<file path="src/rtl/cache_miss_fill_ctrl.sv">
// cache_miss_fill_ctrl
//   Miss-fill controller between the I-cache, the D-cache and main memory.
//   On a miss it reads the whole block from memory and streams each returned
//   word into the requesting cache's data array. With the last word it writes
//   the tag. It also drives the per-side busy levels that stall the pipeline.
//   A D-miss wins over an I-miss that arrives in the same cycle.
//
// Ports
//   clk, rst_n                     clock, synchronous active-low reset
//   i_miss, i_miss_addr            I-cache miss level and byte address
//   d_miss, d_miss_addr            D-cache miss level and byte address
//   mem_rd_en, mem_addr            memory read strobe and byte address (registered)
//   mem_data_valid, mem_data_in    in-order memory return
//   fill_sel                       target cache, 0 = I, 1 = D (registered)
//   fill_data, fill_word_we,
//   fill_word_idx                  data-array write (combinational from return)
//   fill_tag_we, fill_done         tag write and completion pulse on last word
//   i_fill_busy, d_fill_busy       stall levels (registered)
//   i_fill_count, d_fill_count     saturating completed-fill counters, only
//                                  present when FILL_PERF_CNT_EN is defined
//
// Configuration macro: FILL_PERF_CNT_EN
//
// state | meaning
// IDLE  | waiting for a miss, D before I
// FILL  | issuing block reads and writing returned words
// DONE  | block written, busy still held
// COOL  | busy dropped, cache re-checks hit before another miss is taken
module cache_miss_fill_ctrl #(
  parameter int WORDS_PER_BLK = 8,
  parameter int MEM_LAT       = 4
) (
  input  logic                             clk,
  input  logic                             rst_n,
  input  logic                             i_miss,
  input  logic [15:0]                      i_miss_addr,
  input  logic                             d_miss,
  input  logic [15:0]                      d_miss_addr,
  output logic                             mem_rd_en,
  output logic [15:0]                      mem_addr,
  input  logic                             mem_data_valid,
  input  logic [15:0]                      mem_data_in,
  output logic                             fill_sel,
  output logic [15:0]                      fill_data,
  output logic                             fill_word_we,
  output logic [$clog2(WORDS_PER_BLK)-1:0] fill_word_idx,
  output logic                             fill_tag_we,
  output logic                             fill_done,
  output logic                             i_fill_busy,
  output logic                             d_fill_busy
`ifdef FILL_PERF_CNT_EN
  ,
  output logic [15:0]                      i_fill_count,
  output logic [15:0]                      d_fill_count
`endif
);

  localparam int IDX_W   = $clog2(WORDS_PER_BLK);
  localparam int DRAIN_W = $clog2(MEM_LAT + 1);
  localparam logic [15:0]        OFS_MASK   = 16'(2 * WORDS_PER_BLK - 1);
  localparam logic [IDX_W:0]     ISSUE_END  = (IDX_W + 1)'(WORDS_PER_BLK);
  localparam logic [IDX_W-1:0]   LAST_IDX   = IDX_W'(WORDS_PER_BLK - 1);
  localparam logic [DRAIN_W-1:0] DRAIN_INIT = DRAIN_W'(MEM_LAT);

  typedef enum logic [1:0] {IDLE, FILL, DONE, COOL} stateT;

  stateT              state;
  logic [15:0]        baseAddr;
  logic [15:0]        missBase;
  logic [IDX_W:0]     issueCnt;
  logic [IDX_W-1:0]   recvCnt;
  logic [DRAIN_W-1:0] drainCnt;
  logic               wordAccept;
  logic               lastWord;

  // Reads issued just before a reset still come back up to MEM_LAT cycles
  // later. drainCnt masks exactly that window so those words can never land
  // in a fill that starts right after the reset; a new fill's first return
  // always arrives after the window has closed.
  assign wordAccept = rst_n && (state == FILL) && mem_data_valid && (drainCnt == '0);
  assign lastWord   = wordAccept && (recvCnt == LAST_IDX);

  assign fill_word_we  = wordAccept;
  assign fill_data     = wordAccept ? mem_data_in : '0;
  assign fill_word_idx = recvCnt;
  assign fill_tag_we   = lastWord;
  assign fill_done     = lastWord;

  assign missBase = (d_miss ? d_miss_addr : i_miss_addr) & ~OFS_MASK;

  always_ff @(posedge clk) begin
    if (!rst_n) begin
      state       <= IDLE;
      baseAddr    <= '0;
      issueCnt    <= '0;
      recvCnt     <= '0;
      drainCnt    <= DRAIN_INIT;
      mem_rd_en   <= 1'b0;
      mem_addr    <= '0;
      fill_sel    <= 1'b0;
      i_fill_busy <= 1'b0;
      d_fill_busy <= 1'b0;
    end else begin
      if (drainCnt != '0) drainCnt <= drainCnt - DRAIN_W'(1);
      case (state)
        IDLE: begin
          if (d_miss || i_miss) begin
            state       <= FILL;
            fill_sel    <= d_miss;
            baseAddr    <= missBase;
            mem_rd_en   <= 1'b1;
            mem_addr    <= missBase;
            issueCnt    <= (IDX_W + 1)'(1);
            recvCnt     <= '0;
            i_fill_busy <= !d_miss;
            d_fill_busy <= d_miss;
          end
        end
        FILL: begin
          // The offset add stays inside the block: the largest offset is
          // 2*(WORDS_PER_BLK-1) on a base whose offset bits are clear.
          if (issueCnt != ISSUE_END) begin
            mem_rd_en <= 1'b1;
            mem_addr  <= baseAddr + 16'({issueCnt, 1'b0});
            issueCnt  <= issueCnt + (IDX_W + 1)'(1);
          end else begin
            mem_rd_en <= 1'b0;
          end
          if (wordAccept) recvCnt <= recvCnt + IDX_W'(1);
          if (lastWord) state <= DONE;
        end
        DONE: begin
          state       <= COOL;
          mem_rd_en   <= 1'b0;
          i_fill_busy <= 1'b0;
          d_fill_busy <= 1'b0;
        end
        COOL: state <= IDLE;
        default: state <= IDLE;
      endcase
    end
  end

`ifdef FILL_PERF_CNT_EN
  always_ff @(posedge clk) begin
    if (!rst_n) begin
      i_fill_count <= '0;
      d_fill_count <= '0;
    end else if (fill_done) begin
      if (fill_sel) begin
        if (d_fill_count != 16'hFFFF) d_fill_count <= d_fill_count + 16'd1;
      end else begin
        if (i_fill_count != 16'hFFFF) i_fill_count <= i_fill_count + 16'd1;
      end
    end
  end
`endif

endmodule

</file>
<file path="config.mk">
export PLATFORM = sky130hd
export DESIGN_NAME = cache_miss_fill_ctrl
export DESIGN_NICKNAME = d
export VERILOG_FILES = /design/src/rtl/cache_miss_fill_ctrl.sv
export SDC_FILE = /design/constraint.sdc
export NUM_CORES = 1
export LEC_CHECK = 0
export CORE_UTILIZATION = 48
export CTS_BUF_LIST = sky130_fd_sc_hd__clkbuf_16
export DETAILED_ROUTE_END_ITERATION = 16
export PLACE_DENSITY = 0.93
export SKIP_CTS_REPAIR_TIMING = 1
export SLEW_MARGIN = 20
export SYNTH_ARGS = -nofsm -noshare
export SYNTH_HDL_FRONTEND = slang
export SYNTH_SLANG_ARGS = --single-unit
</file>
<file path="constraint.sdc">
create_clock -name clk -period 4.6 [get_ports clk]
set_clock_uncertainty 0.1 [all_clocks]
set_input_delay 1.15 -clock clk [delete_from_list [all_inputs] [get_ports clk]]
set_output_delay 1.15 -clock clk [all_outputs]
set_load 0.005 [all_outputs]
</file>
==> results.md, run 1 <==
- Status: completed
- Detailed Route Iter0 Violations: 140
- Layout cell share with drive strength beyond 1: around 5.1%
- Fin crit period: roughly 4.3 ns
- RSZ-0062 raised after global routing: false
- Number of clock sinks: 43
- CP Class: input pin to output port
- Crit end category: output port
- Crit-path cells: clkdlybuf4s50_1, and4b_1, and2_1, clkdlybuf4s50_1
- P_sw: between 0.6 and 0.7 mW
- Initial Utilization: 50.12%
- Net Count, Synth: roughly 360
- Design Area, Final: between 0.003 and 0.004 sq mm
- Die Height: between 70 and 80 um
- VDD IR-drop max: about 0.32 mV
- Detail Route Antenna Nets: 0
- Peak Freq: between 200 and 250 MHz
- Pre-Repair DR Iteration Count: 4
- Area contributors post-synth: dfxtp_1 (33%), mux2i_1 (6.2%), ha_1 (5.8%), nand2_1 (5.8%), o211a_1 (5.4%)
- Post-Synthesis Cells: between 200 and 300
- Crit share post-route: a little over nine tenths
- Hpwl dp: between 4 and 5 mm
- CTS max path bufs: 2
- Max cap viols: 0
- Arr. time, crit path: approximately 3.1 ns
- Clk pwr share: a little over a fifth
- Final Hold Viols: 0
- Fin. max-slew vios: 0
- Final setup viols: 0
- Area leader, netlist: dfxtp_1
- Switching Share: a little under two fifths
- DR vias: approximately 2,500
- Sequential share of power: about a third
- WP buf/inv: 2
- WL/cell: 13.95 um
- Most common cell in the netlist: dfxtp_1
- Die ar.: 0.005664 sq mm
- Max_slew headroom: 61.88%
- Area Growth Syn to Fin: 37.83%
- Worst endpoint required time: around 3.4 ns
- Leak Pwr: between 1.5 and 2 nW
- GRT overflow: 0
- Chip Width: about 75 um
- DR vias/cell: 5.556
- Commonest cells in the netlist: dfxtp_1 (43), nand2_1 (40), and3_1 (20)
- Mean post-synth cell area: 8.674 sq um
- Top-area cell type share of the netlist area: between 30% and 40%
- Hold Crit Class: flop to flop
- Startpoint types: input pin
- Synth Register Bits: 43
- PwrDens: ~460 mW/mm^2
- # rows: 26
- Drt total wl: a little over 6 mm
- Register area share after synthesis: 33.41%
- Global Route Usage Sum: a little under a quarter
- Worst Path Max Fanout: 21
- Mapped cell area: 0.002576 sq mm
- Register-to-register setup slack: between 2 and 2.5 ns
- Worst-Skew Late Latency: slightly below 0.3 ns
- EDFF count, synth: 0
- Root buf cell: clkbuf_16
- Ys Warns: 0
- H-tree depth: 2
- Top-level I/O count: 95
- Slowest stage delay, CP: between 0.5 and 0.6 ns
- Top_reg_cell synth: dfxtp_1
- Fin Setup TNS: 0 ns
- Core ar.: ~0.0051 sq mm
- GPL Wtd Cong: 0.7736
- Initial antenna violation count: 0
- Pin count of the biggest net entering global routing: 48
- Vias in the first global route: between 2,000 and 2,500
- Clock-pin slew on the worst setup and hold paths: roughly 0.06 ns
- CP max-delay cell: and4b_1
- Remaining DRCs: 0
- FFs w/ async S/R, synth: 0%
- Global-route wire length before repair: between 9 and 10 mm
- Pin slew with the least headroom to its limit: about 0.57 ns
- Most frequent CP cell: clkdlybuf4s50_1
- Number of port buffers: 85
- Total power draw: around 1.6 mW
- Crit-path leading delay family: buffers and inverters
- Antenna diode count: 0
- Combinational Power Share: approximately 45%
- P_int: around 1.0 mW
- CTS tree: done
- Nets@finish: 435
- Dpl cell area: approximately 0.0034 sq mm
- Count of cell types in the netlist: 51
- Inserted Clock Buffers: 5
## worst paths after layout
check,from,end,depth (start not counted)
min,mem_addr[2],mem_addr[2],2
max,rst_n,fill_word_we,4
max reg2reg,state[0],mem_addr[15],6
min reg2reg,mem_addr[2],mem_addr[2],2
## cells by family (layout without fill, tap and decap cells)
kind of cell | count (synthesis) | in the layout | synth area share (%)
other | 1 | 1 | 0.1456
AOI/OAI and AO/OA | 67 | 67 | 21.18
buffers and inverters | 32 | 106 | 6.557
and+or+nand+nor | 121 | 121 | 24.96
xor gates and xnor gates | 5 | 5 | 1.700
muxes | 16 | 16 | 6.216
adders and majority gates | 12 | 12 | 5.828
DFF | 43 | 43 | 33.41
## tightest hold or removal path, delay by kind of cell (launching register included)
| family | cells | cell delay, ns |
|---|---|---|
| flops | 1 | 0.31 |
| simple gates | 1 | 0.05 |
| compound gates | 1 | 0.05 |
## placed cells by master (no fill, tap or decap), types with 3 or more instances in the layout
| cell | instances |
|---|---|
| a21oi_1 | 3 |
| nand2b_1 | 3 |
| a21boi_1 | 7 |
| nand2_1 | 40 |
| o211ai_1 | 4 |
| nor2b_1 | 5 |
| nor2_1 | 10 |
| a32oi_1 | 3 |
| mux2i_1 | 16 |
| buf_4 | 4 |
| o21ai_0 | 11 |
| a21boi_0 | 7 |
| clkbuf_16 | 5 |
| dfxtp_1 | 43 |
| and2_1 | 6 |
| clkdlybuf4s50_1 | 85 |
| and4b_1 | 3 |
| nand3_1 | 15 |
| nor3_1 | 5 |
| o211a_1 | 14 |
| inv_1 | 10 |
| ha_1 | 12 |
| xnor2_1 | 3 |
| and3_1 | 20 |
## state kept, by name, indices dropped and copies added (netlist names)
register	flops
d_fill_busy	1
mem_addr	15
i_fill_busy	1
baseAddr	12
state	2
fill_sel	1
mem_rd_en	1
issueCnt	4
fill_word_idx	3
drainCnt	3
## power groups by stage
stage | clock network (mW) | logic (mW) | registers [mW]
6_report | 0.342 | 0.729 | 0.569
4_1_cts | 0.346 | 0.731 | 0.568
2_1_floorplan | 0 | 0.513 | 0.565
3_3_place_gp | 0 | 0.708 | 0.570
5_1_grt | 0.361 | 0.813 | 0.585
3_5_place_dp | 0 | 0.728 | 0.574
## final cells by class
class / instances / area [sq um]
repair buffers: 89 / 880.8
clock inverters: 3 / 16.27
multi-input cells: 222 / 1546
clock buffers: 5 / 125.1
fillers: 399 / 1589
flip-flops and latches: 43 / 860.8
inverters: 9 / 33.78
well taps: 70 / 87.58
## routing by layer
metal  track usage (%)  up-vias  routed length (um)
met1             27.12     1131                2597
met5                 0        -                   0
met3             5.622        6                 507
li1                  -     1214                   -
met2             41.64       99                2984
met4             6.790        0                  62
## stage by stage
step / hold slack [ns] / utilization, % / setup WS (ns) / cells
2_1_floorplan: 0.3471 / - / 1.429 / 297
3_3_place_gp: 0.3413 / 66.33 / 0.3455 / 433
3_5_place_dp: 0.3468 / 66.33 / 0.2935 / 433
4_1_cts: 0.3564 / 69.08 / 0.2939 / 441
5_1_grt: 0.3920 / 69.08 / 0.1551 / 441
6_report: 0.3510 / 69.08 / 0.2908 / 441
(Power assumes the default switching activity.)
==> run 2: changes to the inputs <==
CORE_ASPECT_RATIO = 0.6   (was unset)
==> run 2 against run 1 <==
Net effect: global-route usage increased by 2.4 points; sequential power increased by 2%; power increased by 1.6%; cell count decreased by 0.91%; flip-flop and latch count unchanged; combinational power increased by 3%; hold slack improved by 0.0071 ns; critical path depth increased by 1; first-iteration DRC count decreased by 18%; worst setup slack got worse by 0.026 ns; largest cell class unchanged; largest power group unchanged.
==> results.md, run 2 (same netlist as run 1, synthesis figures left out) <==
- Status: completed (unchanged)
- Nets@finish: 435 (unchanged)
- CTS tree: done (unchanged)
- Fillers: 412 (was 399)
- Root buf cell: clkbuf_16 (unchanged)
- Largest regs: mem_addr x15, baseAddr x12, issueCnt x4 (unchanged)
- Initial Utilization: 50.47% (was 50.12%)
- Max_slew headroom: 61.55% (was 61.88%)
- Die ar.: 0.005674 sq mm (was 0.005664 sq mm)
- # rows: 20 (was 26)
- Max FFs per register: 15 (unchanged)
- Startpoint types: input pin (unchanged)
- Worst endpoint required time: 3.35 ns (about the same)
- Crit end category: output port (unchanged)
- Clock-pin slew on the worst setup and hold paths: 0.06 ns (about the same)
- Pin slew with the least headroom to its limit: 0.5764 ns (was 0.5714 ns)
- WL/cell: 15.52 um (was 13.95 um)
- CTS max path bufs: 2 (unchanged)
- Pre-Repair DR Iteration Count: 4 (unchanged)
- Total power draw: 1.666 mW (was 1.640 mW)
- VDD IR-drop max: 0.2616 mV (was 0.3221 mV)
- Commonest non-fill, non-tap cells in the layout: clkdlybuf4s50_1 (85), dfxtp_1 (43), nand2_1 (40) (unchanged)
- CP max-delay cell: and4b_1 (unchanged)
- Initial antenna violation count: 0 (unchanged)
- DR vias/cell: 5.698 (was 5.556)
- Fin crit period: 4.335 ns (was 4.309 ns)
- Number of clock sinks: 43 (unchanged)
- Remaining DRCs: 0 (unchanged)
- Core ar.: 0.005105 sq mm (was 0.005140 sq mm)
- Final setup viols: 0 (unchanged)
- Final Hold Viols: 0 (unchanged)
- Top-level I/O count: 95 (unchanged)
- Number of port buffers: 85 (unchanged)
- Crit-path cells: clkdlybuf4s50_1, and4b_1, nand3_1, inv_1, clkdlybuf4s50_1 (was clkdlybuf4s50_1, and4b_1, and2_1, clkdlybuf4s50_1)
- Layout cell share with drive strength beyond 1: 4.852% (was 5.121%)
- Fin. max-slew vios: 0 (unchanged)
- Crit-path leading delay family: buffers and inverters (unchanged)
- Worst Path Max Fanout: 19 (was 21)
- Chip Width: 96.58 um (was 75.26 um)
- GRT overflow: 0 (unchanged)
- Global Route Usage Sum: 25.51% (was 23.08%)
- H-tree depth: 2 (unchanged)
- Hpwl dp: 4.782 mm (was 4.408 mm)
- WP buf/inv: 3 (was 2)
- Pin count of the biggest net entering global routing: 48 (unchanged)
- RSZ-0062 raised after global routing: false (unchanged)
- GPL Wtd Cong: 0.7939 (was 0.7736)
- Placed cells: 429 (was 433)
- Inserted Clock Buffers: 5 (unchanged)
- Largest Register: mem_addr (unchanged)
- Fin Setup TNS: 0 ns (unchanged)
- Arr. time, crit path: 3.08 ns (was 3.06 ns)
- Most common cell after layout, fill and taps aside: clkdlybuf4s50_1 (unchanged)
- Hold Crit Class: flop to flop (unchanged)
- Worst-Skew Late Latency: 0.29 ns (about the same)
- Most frequent CP cell: clkdlybuf4s50_1 (unchanged)
- DR vias: 2,490 (was 2,450)
- Vias in the first global route: 2,319 (was 2,268)
- Leak Pwr: 1.567 nW (was 1.562 nW)
- Antenna diode count: 0 (unchanged)
- PwrDens: 470.4 mW/mm^2 (was 461.9 mW/mm^2)
- Peak Freq: 230.7 MHz (was 232.1 MHz)
- Global-route wire length before repair: 10.98 mm (was 9.880 mm)
- Non-Filler Instances: 437 (was 441)
- Detail Route Antenna Nets: 0 (unchanged)
- Die Height: 58.75 um (was 75.26 um)
- Area Growth Syn to Fin: 37.49% (was 37.83%)
- Slowest stage delay, CP: 0.58 ns (about the same)
- Drt total wl: 6.783 mm (was 6.152 mm)
- Detailed Route Iter0 Violations: 115 (was 140)
- Max cap viols: 0 (unchanged)
- Crit share post-route: 94.24% (was 93.68%)
- CP Class: input pin to output port (unchanged)
-- run 2: layout make-up --
class	count	area, sq um	area share [%]
well taps	66	82.58	2.331
clock buffers	5	125.1	3.532
flip-flops and latches	43	860.8	24.30
inverters	9	33.78	0.9537
multi-input cells	222	1546	43.66
clock inverters	3	12.51	0.3532
repair buffers	89	880.8	24.87
-- run 2: final timing paths --
check	cells past startpoint	slack [ns]	to	startpoint
max reg2reg	6	2.08	mem_addr[15]	state[1]
min reg2reg	2	0.36	mem_addr[9]	mem_addr[9]
max	5	0.27	fill_done	rst_n
min	2	0.36	mem_addr[9]	mem_addr[9]
-- run 2: per-layer routing --
layer  global-route usage [%]  wire, um  part of all wire (%)  vias to the layer above
li1                         -         -                     -                     1214
met1                    35.06      3223                    48                     1179
met2                    40.54      3076                    45                       83
met3                    5.039       393                   5.8                       14
met4                    7.983        89                   1.3                        0
met5                        0         0                     0                        -
-- run 2: where the power goes --
part	switching, mW	total [mW]	internal [mW]
logic	0.399	0.749	0.350
registers	0.0918	0.578	0.486
clock network	0.143	0.340	0.196
total	0.634	1.67	1.03
-- run 2: metrics by stage --
stage | hold WS (ns) | cell area, sq um | util (%) | setup slack, ns
2_1_floorplan | 0.3471 | 2576 | - | 1.429
3_3_place_gp | 0.3462 | 3405 | 66.69 | 0.3532
3_5_place_dp | 0.3532 | 3405 | 66.69 | 0.3009
4_1_cts | 0.3614 | 3542 | 69.39 | 0.2960
5_1_grt | 0.3826 | 3542 | 69.39 | 0.1774
6_report | 0.3581 | 3542 | 69.39 | 0.2651
-- run 2: worst min-delay path, cell delays in order (launching register included) --
cell and delay (ns):
dfxtp_1 0.31, nand2_1 0.05, a21boi_1 0.05
